**src/rtl/fpdlink_tx_packer.sv**
```systemverilog
// FPD-Link I transmit pixel packer: small pixel FIFO, startup/prime/run sequencing, and
// mapping of 24-bit RGB plus syncs onto four 7-bit data-lane words and a fixed clock-lane word.
module fpdlink_tx_packer #(
    parameter int unsigned FIFO_DEPTH     = 4,
    parameter int unsigned PRIME_LEVEL    = 2,
    parameter int unsigned STARTUP_CYCLES = 64,
    parameter string       MAPPING        = "VESA",
    parameter logic [6:0]  CLK_PATTERN    = 7'b1100011
) (
    input  logic        gclk,
    input  logic        rst,
    input  logic        tx_en,
    input  logic        pix_valid,
    output logic        pix_ready,
    input  logic [23:0] pix_data,
    input  logic        pix_hs,
    input  logic        pix_vs,
    input  logic        pix_de,
    output logic [6:0]  lane_clk,
    output logic [27:0] lane_data,
    output logic        running,
    output logic        underflow,
    input  logic        clr_underflow,
    output logic [15:0] underflow_cnt
);
    localparam int unsigned PW = (FIFO_DEPTH > 1) ? $clog2(FIFO_DEPTH) : 1;
    localparam int unsigned CW = PW + 1;
    localparam int unsigned SW = (STARTUP_CYCLES > 0) ? $clog2(STARTUP_CYCLES + 1) : 1;
    localparam bit          JEIDA = (MAPPING == "JEIDA");

    typedef enum logic [1:0] {S_IDLE, S_PRIME, S_RUN} state_t;

    typedef struct packed {
        logic        hs;
        logic        vs;
        logic        de;
        logic [23:0] rgb;
    } pix_t;

    state_t          state, state_nxt;
    pix_t            mem [FIFO_DEPTH];
    logic [PW-1:0]   wr_ptr, rd_ptr;
    logic [CW-1:0]   count;
    logic [SW-1:0]   su_cnt;
    logic            last_hs, last_vs;
    logic            startup_done, push, pop, uf_hit, flush;
    pix_t            in_pix, head, blank;

    // Lane bit mapping; lane3 bit6 is always 0
    function automatic logic [27:0] map_word(input pix_t p);
        logic [7:0] r, g, b;
        logic [6:0] l0, l1, l2, l3;
        r = p.rgb[23:16];
        g = p.rgb[15:8];
        b = p.rgb[7:0];
        if (JEIDA) begin
            l0 = {g[2], r[7:2]};
            l1 = {b[3:2], g[7:3]};
            l2 = {p.de, p.vs, p.hs, b[7:4]};
            l3 = {1'b0, b[1:0], g[1:0], r[1:0]};
        end else begin
            l0 = {g[0], r[5:0]};
            l1 = {b[1:0], g[5:1]};
            l2 = {p.de, p.vs, p.hs, b[5:2]};
            l3 = {1'b0, b[7:6], g[7:6], r[7:6]};
        end
        return {l3, l2, l1, l0};
    endfunction

    assign pix_ready    = (state != S_IDLE) && (count < CW'(FIFO_DEPTH));
    assign startup_done = (su_cnt == SW'(STARTUP_CYCLES));

    always_ff @(posedge gclk or posedge rst) begin
        if (rst) state <= S_IDLE;
        else     state <= state_nxt;
    end

    always_comb begin
        state_nxt = state;
        case (state)
            S_IDLE:  if (tx_en && startup_done) state_nxt = S_PRIME;
            S_PRIME: begin
                if (!tx_en)                          state_nxt = S_IDLE;
                else if (count >= CW'(PRIME_LEVEL))  state_nxt = S_RUN;
            end
            S_RUN:   if (!tx_en) state_nxt = S_IDLE;
            default: state_nxt = S_IDLE;
        endcase
        push     = pix_valid && pix_ready && tx_en;
        pop      = (state == S_RUN) && tx_en && (count != '0);
        uf_hit   = (state == S_RUN) && tx_en && (count == '0);
        flush    = (state_nxt == S_IDLE);
        in_pix   = '{hs: pix_hs, vs: pix_vs, de: pix_de, rgb: pix_data};
        head     = mem[rd_ptr];
        // Blank keeps the last popped syncs, except when heading back to IDLE
        blank    = '0;
        blank.hs = last_hs & ~flush;
        blank.vs = last_vs & ~flush;
    end

    always_ff @(posedge gclk) begin
        if (push && !flush) mem[wr_ptr] <= in_pix;
    end

    always_ff @(posedge gclk or posedge rst) begin
        if (rst) begin
            wr_ptr  <= '0;
            rd_ptr  <= '0;
            count   <= '0;
            last_hs <= 1'b0;
            last_vs <= 1'b0;
        end else if (flush) begin
            wr_ptr  <= '0;
            rd_ptr  <= '0;
            count   <= '0;
            last_hs <= 1'b0;
            last_vs <= 1'b0;
        end else begin
            if (push) wr_ptr <= wr_ptr + PW'(1);
            if (pop) begin
                rd_ptr  <= rd_ptr + PW'(1);
                last_hs <= head.hs;
                last_vs <= head.vs;
            end
            count <= count + CW'(push) - CW'(pop);
        end
    end

    // Output words, status and startup timer
    always_ff @(posedge gclk or posedge rst) begin
        if (rst) begin
            lane_clk      <= CLK_PATTERN;
            lane_data     <= '0;
            running       <= 1'b0;
            underflow     <= 1'b0;
            underflow_cnt <= '0;
            su_cnt        <= '0;
        end else begin
            lane_clk  <= CLK_PATTERN;
            lane_data <= pop ? map_word(head) : map_word(blank);
            running   <= (state_nxt == S_RUN);
            if (!startup_done) su_cnt <= su_cnt + SW'(1);
            if (clr_underflow) begin
                underflow     <= 1'b0;
                underflow_cnt <= '0;
            end else if (uf_hit) begin
                underflow <= 1'b1;
                if (underflow_cnt != 16'hFFFF) underflow_cnt <= underflow_cnt + 16'd1;
            end
        end
    end

endmodule

```
**config.mk**
```make
export PLATFORM = sky130hd
export DESIGN_NAME = fpdlink_tx_packer
export DESIGN_NICKNAME = d
export VERILOG_FILES = /design/src/rtl/fpdlink_tx_packer.sv
export SDC_FILE = /design/constraint.sdc
export NUM_CORES = 1
export LEC_CHECK = 0
export BUFFER_PORTS_ARGS = -buffer_cell sky130_fd_sc_hd__buf_4
export CAP_MARGIN = 20
export CORE_MARGIN = 1.5
export CORE_UTILIZATION = 52
export DETAILED_ROUTE_END_ITERATION = 12
export GPL_TIMING_DRIVEN = 0
export PLACE_DENSITY = 0.75
export RECOVER_POWER = 100
export SKIP_CTS_REPAIR_TIMING = 1
export SLEW_MARGIN = 15
export SYNTH_ARGS = -nofsm -noshare
export SYNTH_HDL_FRONTEND = slang
export SYNTH_SLANG_ARGS = --single-unit
```
**constraint.sdc**
```tcl
create_clock -name gclk -period 2.43 [get_ports gclk]
set_clock_uncertainty 0.05 [all_clocks]
set_input_delay 0.243 -clock gclk [delete_from_list [all_inputs] [get_ports gclk]]
set_output_delay 0.243 -clock gclk [all_outputs]
set_load 0.02 [all_outputs]
```
; ---- Word-level counts from Yosys, hierarchy flattened
; Memory sizes are Yosys's and may differ from the RTL's.
; Cells that the tools add are included.
[classes]
div = 0
multipliers = 0
n_shift = 0
eq_ne = 5
magnitude_cmp = 2
n_reduce_logical = 19
n_bitwise = 3
addsub = 6
n_mux = 22
[op_table]
columns = cell, count
row1 = $mux 16, 3
row2 = $mux 27, 1
row3 = $add 16x1->16 const B, 1
row4 = $mux 2, 8
row5 = $ne 16x16->1 const B, 1
row6 = $reduce_bool 2->1, 5
row7 = $logic_and 1x1->1, 8
row8 = $mux 1, 8
row9 = $add 7x1->7 const B, 1
row10 = $eq 7x7->1 const B, 1
row11 = $pmux 2 s3, 1
row12 = $add 2x1->2 const B, 2
row13 = $eq 2x2->1 const B, 2
row14 = $logic_not 2->1, 2
row15 = $add 3x1->3, 1
row16 = $ge 3x2->1 const B, 1
row17 = $logic_not 3->1, 1
row18 = $lt 3x3->1 const B, 1
row19 = $mux 3, 1
row20 = $reduce_bool 3->1, 1
row21 = $sub 3x1->3, 1
row22 = $and 1x1->1, 2
row23 = $eq 2x1->1 const B, 1
row24 = $reduce_and 2->1, 1
row25 = 2 further kinds, 2
[word_totals]
mem_count = 1
output_inout_bits = 54
ff_bits = 63
latch_bits = 0
mem_bits_rw = 108
mem_bits_ro = 0
in_bits = 32
[memory_table]
columns = memory, words, width, rd, rd_ports_with_merged_regs, write_ports, line_no
row1 = mem, 4, 27, 1, 0, 1, 41  ; pix_t mem [FIFO_DEPTH];

; ---- Depth between registers and ports, before layout
; Gate-level depths: netlist (run 1).
[depth]
ltp_word = 9
depth_mapped = 11

; ---- Worst setup path after synthesis (run 1)
; Ideal clock, no wire load.
[synth_timing]
kind = register to register
startpoint = register state[0]
endpoint = register count[2]
n_path_buf = 1
path_stages_with_launch = 12
path_slack_ns = 0.122
t_arrival_ns = 2.127
required_time_ns = 2.249
cell_sequence = dfrtp_1 -> and2b_1 -> o311ai_1 -> inv_1 -> clkbuf_1 -> ha_1 -> inv_1 -> ha_1 -> inv_1 -> fa_1 -> xnor2_1 -> nor2_1
[synth_via]
elab_chain_len = 7
elab_cells_between_ends = 18
cone_classes = add/sub: 2 / eq/ne: 2 / mux: 6 / reduce/logical: 8
[synth_rtl]
columns = element, line_no
row1 = "start, declared", 40  ; state_t state, state_nxt;
row2 = "start signal, assigned", 75  ; else state <= state_nxt;
row3 = $reduce_bool 2->1, 70  ; assign pix_ready = (state != S_IDLE) && (count < CW'(FIFO_DEPTH));
row4 = $logic_and 1x1->1, 70
row5 = $logic_and 1x1->1 (2 in series), 89  ; push = pix_valid && pix_ready && tx_en;
row6 = $add 3x1->3, 125  ; count <= count + CW'(push) - CW'(pop);
row7 = $sub 3x1->3, 125
row8 = $mux 3 (*), 112  ; end else if (flush) begin
row9 = "end signal, assigned", 125
row10 = "end, declared", 43  ; logic [CW-1:0] count;
; Mark *: on every way between the ends. The rest lies on a longest branch, timed or not.
; A chain may end at the register's enable or synchronous reset.

; ---- Worst setup path after layout (run 1)
[layout_timing]
startpoint = register count[2]
endpoint = register count[2]
[layout_via]
elab_chain_len = 7
elab_cells_between_ends = 14
cone_classes = add/sub: 2 / order compare: 2 / mux: 4 / reduce/logical: 6
[layout_rtl]
columns = element, line_no
row1 = $lt 3x3->1, 70
row2 = $logic_and 1x1->1, 70
row3 = $logic_and 1x1->1 (2 in series), 89
row4 = $add 3x1->3, 125
row5 = $sub 3x1->3, 125
row6 = $mux 3 (*), 112
; Marked as above.

==> insert_results.sql, run 1 <==
INSERT INTO impl_metrics (metric_group, metric, value, unit) VALUES
('floorplan', 'initial_util', '0.5354', ''),
('synth', 'yosys.cell_count.top_type', 'edfxtp_1', ''),
('power', 'power_density', '734.3', 'mW/mm2'),
('power', 'power_leakage', '3.273', 'nW'),
('cells_and_area', 'layout-drive-gt1-share', '0.2708', ''),
('worst_hold_path', 'holdPathStages', '2', ''),
('status', 'run_status', 'finished, final reports clean', ''),
('drt', 'initialDrtViolationCount', '294', ''),
('synth', 'synth.largest_area_cell', 'edfxtp_1', ''),
('global_route', 'overflow', '0', ''),
('synth', 'synth_largest_type_area_fraction', '0.4761', ''),
('synth', 'synth-seq-cells', '171', ''),
('drt', 'detail_route.wirelength', '13380', 'um'),
('cells_and_area', 'design.final.nets', '586', ''),
('global_route', 'grt_use_met3', '0.05572', ''),
('cts', 'cts.clk_slew.worst_paths', '70', 'ps'),
('flow_run', 'max_cap_violations', '0', ''),
('place', 'place.gp.congestion', '0.8149', ''),
('cts', 'cts_root_buffer', 'clkbuf_16', ''),
('worst_hold_path', 'hold_path_start', 'tx_en', ''),
('worst_hold_path', 'worst_hold_path_type', 'primary input to flop', ''),
('sta', 'final-max-slew-violation-count', '0', ''),
('drt', 'vias_per_cell', '5.226', ''),
('floorplan', 'top_level_ports', '86', ''),
('drt', 'post-route-drc-count', '0', ''),
('drt', 'drt.antenna.violating_nets', '0', ''),
('sta', 'fmax', '430.1', 'MHz'),
('drt', 'detailroute.via_count', '3794', ''),
('synth', 'synth_top_cells_by_count', 'edfxtp_1, dfrtp_1, and2_1', ''),
('cells_and_area', 'antenna_cells', '0', ''),
('floorplan', 'die_width', '117.5', 'um'),
('cells_and_area', 'area_delta_synth_final', '26.41', '%'),
('global_route', 'grt_antenna_before_repair', '0', ''),
('drt', 'route.detailed.wl_per_inst', '18.43', 'um'),
('worst_setup_path', 'worstReg2RegStart', 'count[2]', ''),
('sta', 'post_route_worst_setup_slack', '105.0', 'ps'),
('synth', 'synth_seq_area_share', '0.7076', ''),
('worst_setup_path', 'r2r_end', 'count[2]', ''),
('synth', 'ys_async_sr_fraction', '0.3684', ''),
('worst_setup_path', 'end_kind', 'flop', ''),
('worst_setup_path', 'required_time_reported_for_the_critical_path_endpoint', '2670', 'ps'),
('worst_setup_path', 'worstSetupPathType', 'flop to flop', ''),
('global_route', 'gr-max-usage-layer', 'met2', ''),
('place', 'post-place-ws', '-376.1', 'ps'),
('sta', 'fin_crit_share', '0.9568', ''),
('floorplan', 'die-height', '117.5', 'um'),
('worst_setup_path', 'reg2regPathDepth', '10', ''),
('worst_setup_path', 'critical_path.max_fanout', '10', ''),
('worst_setup_path', 'cp-start-kind', 'flop', ''),
('worst_setup_path', 'arrival', '2560', 'ps'),
('floorplan', 'number_of_standard_cell_rows_in_the_floorplan', '41', ''),
('synth', 'synthDistinctLibCells', '46', ''),
('synth', 'netlist_top_cells_area', 'edfxtp_1, dfrtp_1, mux4_2', ''),
('synth', 'postSynth.topFlopCell', 'edfxtp_1', ''),
('worst_hold_path', 'worstHoldEndpoint', 'running', ''),
('worst_setup_path', 'r2r_setup_slack', '100', 'ps'),
('floorplan', 'coreArea', '0.01272', 'mm2'),
('global_route', 'grt_start_max_net_pins', '49', ''),
('sta', 'hold_fails_final_rpt', '0', ''),
('synth', 'number_of_enable_type_register_cells_in_the_synthesized_netlist', '108', ''),
('sta', 'post-route-min-period', '2325', 'ps'),
('place', 'placedInstanceArea', '0.007710', 'mm2'),
('sta', 'tightestPinTransition', '935.0', 'ps'),
('floorplan', 'die_area', '0.01379', 'mm2'),
('synth', 'synthesis.instances', '407', ''),
('global_route', 'grtUsageTotal', '0.1949', ''),
('global_route', 'met2_usage', '0.3254', ''),
('global_route', 'grt.met1_usage', '0.2448', ''),
('global_route', 'grt_first_pass_wirelength', '20360', 'um'),
('cts', 'cts.htree.levels', '4', ''),
('global_route', 'first_global_vias', '3852', '');
per-stage QoR:
| stage | power (W) | utilization | hold WS [ps] | std cells |
|---|---|---|---|---|
| finish | 0.006323 | 0.6768 | 52.80 | 726 |
| global route | 0.006495 | 0.6768 | 33.71 | 726 |
| CTS | 0.006337 | 0.6585 | -301.1 | 695 |
| detailed placement | 0.003318 | 0.6060 | 153.2 | 664 |
| global placement | 0.003304 | 0.5989 | 392.3 | 661 |
| floorplan | 0.003232 | - | 291.9 | 413 |
area by class of cell:
class | count | area, um2
Sequential cell | 171 | 4823
Fill cell | 902 | 4111
Multi-Input combinational cell | 204 | 1856
Clock inverter | 14 | 242.7
Tap cell | 172 | 215.2
Buffer | 24 | 140.1
Timing Repair Buffer | 110 | 854.6
Clock buffer | 17 | 425.4
Inverter | 14 | 53.80
how the worst max path moves through the flow:
stage	from	end	cells past startpoint
floorplan	state[0]	count[2]	11
global placement	rst	lane_data[25]	2
detailed placement	state[0]	count[2]	11
CTS	state[0]	count[2]	11
global route	count[2]	count[2]	10
finish	count[2]	count[2]	10
placed cells by master (no fill, tap or decap), drive strengths merged, types with 16 or more instances in the layout:
cell type,n
and2,29
buf,69
clkbuf,54
dfrtp,63
dlygate4sd3,28
edfxtp,108
inv,16
mux4,27
nand2,16
nor2,24
xnor2,20
layer usage:
| layer | routed length (um) | vias up | share of wire |
|---|---|---|---|
| met5 | 0 | - | 0 |
| met4 | 185 | 0 | 0.014 |
| met3 | 504 | 15 | 0.038 |
| met2 | 6941 | 97 | 0.52 |
| met1 | 5747 | 1930 | 0.43 |
| li1 | - | 1752 | - |
power breakdown:
group	switching [W]	total [W]	internal, W	leakage (nW)
registers	0.00000761	0.00311	0.00310	1.83
logic	0.0000952	0.000167	0.0000717	1.12
clock network	0.00111	0.00305	0.00193	0.322
total	0.00122	0.00632	0.00511	3.27
logic make-up (layout without fill, tap and decap cells):
logic type,count (synthesis),count (layout),synth area share
buffers and inverters,38,179,0.02719
other,2,8,0.001103
AO/OA/AOI/OAI,30,30,0.03380
adder cells (fa/ha/maj),12,12,0.02314
multiplexers,28,28,0.09093
XOR/XNOR,21,21,0.02700
flip-flops,171,171,0.7076
AND/OR/NAND/NOR,105,105,0.08928
state kept, by name (all words and copies together) (netlist names):
name and count:
underflow_cnt 16, count 3, underflow 1, last_vs 1
state 2, last_hs 1, wr_ptr 2, lane_data 27
su_cnt 7, rd_ptr 2, running 1, mem 108
worst max-delay path: stages (launching register included):
cell and delay (ps):
dfrtp_1 440, o311ai_4 370, inv_2 90, buf_6 150
ha_1 280, inv_1 60, ha_1 130, inv_1 50
fa_1 370, xnor2_1 140, nor2_1 50
Power figures use the tool's default switching activity.
==> run 2: changes to the inputs <==
==> constraint.sdc (replaced) <==
create_clock -name gclk -period 2.43 [get_ports gclk]
set_clock_uncertainty 0.05 [all_clocks]
set_input_delay 0.486 -clock gclk [delete_from_list [all_inputs] [get_ports gclk]]
set_output_delay 0.486 -clock gclk [all_outputs]
set_load 0.02 [all_outputs]
==> run 2 against run 1 <==
Die area is the same. Fmax is essentially flat. Sequential share of layout area increased by 1.8 points. Cell area is 3.1% lower. Clock power barely moved. Flip-flop and latch count unchanged. Worst hold slack better by 220 ps. Critical endpoint unchanged. Wire length decreased by 5.0%.
==> insert_results.sql, run 2 (synthesized netlist as in run 1, its figures left out) <==
INSERT INTO impl_metrics (metric_group, metric, value, unit) VALUES
('status', 'run_status', 'finished, final reports clean', ''),
('sta', 'headroom_to_the_max_slew_limit', '0.3914', ''),
('worst_setup_path', 'critical_path.max_fanout', '10', ''),
('floorplan', 'die_width', '117.5', 'um'),
('global_route', 'met2_usage', '0.3254', ''),
('cells_and_area', 'antenna_cells', '0', ''),
('drt', 'detail_route.wirelength', '12700', 'um'),
('worst_setup_path', 'end_kind', 'flop', ''),
('power', 'power_leakage', '3.160', 'nW'),
('power', 'power.clock.fraction', '0.483', ''),
('power', 'max-vdd-ir-drop', '0.5643', 'mV'),
('floorplan', 'die-height', '117.5', 'um'),
('floorplan', 'die_area', '0.01379', 'mm2'),
('flow_run', 'max_cap_violations', '0', ''),
('drt', 'vias_per_cell', '5.308', ''),
('sta', 'post-route-min-period', '2327', 'ps'),
('worst_setup_path', 'arrival', '2560', 'ps'),
('cts', 'cts.htree.levels', '4', ''),
('power', 'cell_internal_pwr', '0.005077', 'W'),
('cells_and_area', 'finalCoreUtilization', '0.6556', ''),
('cells_and_area', 'reg_top3', 'mem: 108 flops, lane_data: 27 flops, underflow_cnt: 16 flops', ''),
('sta', 'hold_fails_final_rpt', '0', ''),
('cells_and_area', 'design.final.nets', '559', ''),
('global_route', 'grtUsageTotal', '0.1949', ''),
('cts', 'clock_tree.buffer_depth', '2', ''),
('power', 'pwr-share-seq', '0.496', ''),
('worst_hold_path', 'worst_hold_path_type', 'primary input to flop', ''),
('sta', 'tightestPinTransition', '912.9', 'ps'),
('power', 'power.combinational.fraction', '0.021', ''),
('global_route', 'grt_use_met3', '0.05572', ''),
('global_route', 'gr-max-usage-layer', 'met2', ''),
('place', 'detailedPlacementHpwl', '7992', 'um'),
('cells_and_area', 'layout.filler_cells', '941', ''),
('power', 'totalPowerFinal', '0.006272', 'W'),
('place', 'portBuffers', '76', ''),
('drt', 'post-route-drc-count', '0', ''),
('sta', 'final-max-slew-violation-count', '0', ''),
('power', 'switching_share', '0.1905', ''),
('sta', 'totalNegativeSetupSlack', '0', 'ps'),
('cells_and_area', 'layout.cells.most_common', 'edfxtp_1', ''),
('cts', 'clkLatencyLatePin', '420', 'ps'),
('global_route', 'grt_antenna_before_repair', '0', ''),
('drt', 'route.detailed.wl_per_inst', '18.17', 'um'),
('cts', 'cts_root_buffer', 'clkbuf_16', ''),
('floorplan', 'initial_util', '0.5354', ''),
('cts', 'cts_tree', 'built', ''),
('global_route', 'grt.met1_usage', '0.2448', ''),
('drt', 'drt_first_pass_iters', '4', ''),
('sta', 'fmax', '429.7', 'MHz'),
('power', 'power_density', '752.0', 'mW/mm2'),
('cells_and_area', 'layout-drive-gt1-share', '0.2846', ''),
('sta', 'fin_crit_share', '0.9576', ''),
('worst_setup_path', 'worstSetupPathType', 'flop to flop', ''),
('place', 'place.gp.congestion', '0.8149', ''),
('sta', 'setup-violations-final', '0', ''),
('cells_and_area', 'flip_flop_count_of_the_largest_register_all_copies_and_words_added', '108', ''),
('global_route', 'grt_start_max_net_pins', '49', ''),
('power', 'net-switching-power', '0.001195', 'W'),
('floorplan', 'number_of_standard_cell_rows_in_the_floorplan', '41', ''),
('drt', 'detailroute.via_count', '3710', ''),
('global_route', 'grt_first_pass_wirelength', '20360', 'um'),
('floorplan', 'top_level_ports', '86', ''),
('global_route', 'overflow', '0', ''),
('worst_setup_path', 'cp-start-kind', 'flop', ''),
('global_route', 'first_global_vias', '3852', ''),
('cts', 'cts_buffers', '17', ''),
('cts', 'clock_sinks', '171', ''),
('drt', 'initialDrtViolationCount', '259', ''),
('cts', 'cts.clk_slew.worst_paths', '60', 'ps'),
('cells_and_area', 'top_reg_by_flops', 'mem', ''),
('cells_and_area', 'area_delta_synth_final', '22.45', '%'),
('drt', 'drt.antenna.violating_nets', '0', ''),
('worst_setup_path', 'required_time_reported_for_the_critical_path_endpoint', '2670', 'ps'),
('cells_and_area', 'most-common-layout-cells', 'edfxtp_1, buf_4, dfrtp_1', ''),
('floorplan', 'coreArea', '0.01272', 'mm2');
-- run 2: critical path, cell delays in order (launching register included) --
cell	delay, ps
dfrtp_1	440
o311ai_4	370
inv_2	90
buf_6	160
ha_1	290
inv_1	60
ha_1	130
inv_1	50
fa_1	370
xnor2_1	140
nor2_1	50
-- run 2: final timing paths --
kind                             startpoint            end  slack [ps]  cells after the start
worst max-delay path               count[2]       count[2]         100                     10
worst min-delay path            pix_data[7]      mem[2][7]         270                      1
worst max register to register     count[2]       count[2]         100                     10
worst min register to register    su_cnt[6]      su_cnt[6]         440                      1
max in group asynchronous               rst       count[1]         920                      4
min in group asynchronous               rst  lane_data[12]         710                      3
-- run 2: through the flow --
step / hold slack, ps / setup WS [ps] / std cells / area, um2
after detailed placement: 396.2 / -376.1 / 664 / 7710
after global placement: 406.5 / -614.9 / 661 / 7620
after global routing: 272.6 / -9.978 / 699 / 8341
after CTS: -58.08 / -385.4 / 695 / 8378
final: 269.5 / 102.9 / 699 / 8341
after floorplan: 388.0 / 121.8 / 413 / 6834
-- run 2: metal layers --
metal	routed length, um	vias up
li1	-	1700
met1	5356	1879
met2	6583	121
met3	641	10
met4	122	0
met5	0	-
-- run 2: area by class of cell --
cell class / count / area (um2) / share of cell area
well taps: 172 / 215.2 / 0.02580
flip-flops and latches: 171 / 4823 / 0.5783
inverters: 14 / 53.80 / 0.006451
clock buffers: 17 / 425.4 / 0.05101
repair buffers: 83 / 584.3 / 0.07006
multi-input cells: 204 / 1856 / 0.2225
plain buffers: 24 / 140.1 / 0.01680
clock inverters: 14 / 242.7 / 0.02910
-- run 2: power groups by stage --
stage	clock network [W]	logic [W]	registers, W
2_1_floorplan	0	0.0000578	0.00317
6_report	0.00303	0.000130	0.00311
5_1_grt	0.00319	0.000146	0.00311
3_3_place_gp	0	0.000136	0.00317
4_1_cts	0.00308	0.000149	0.00311
3_5_place_dp	0	0.000149	0.00317
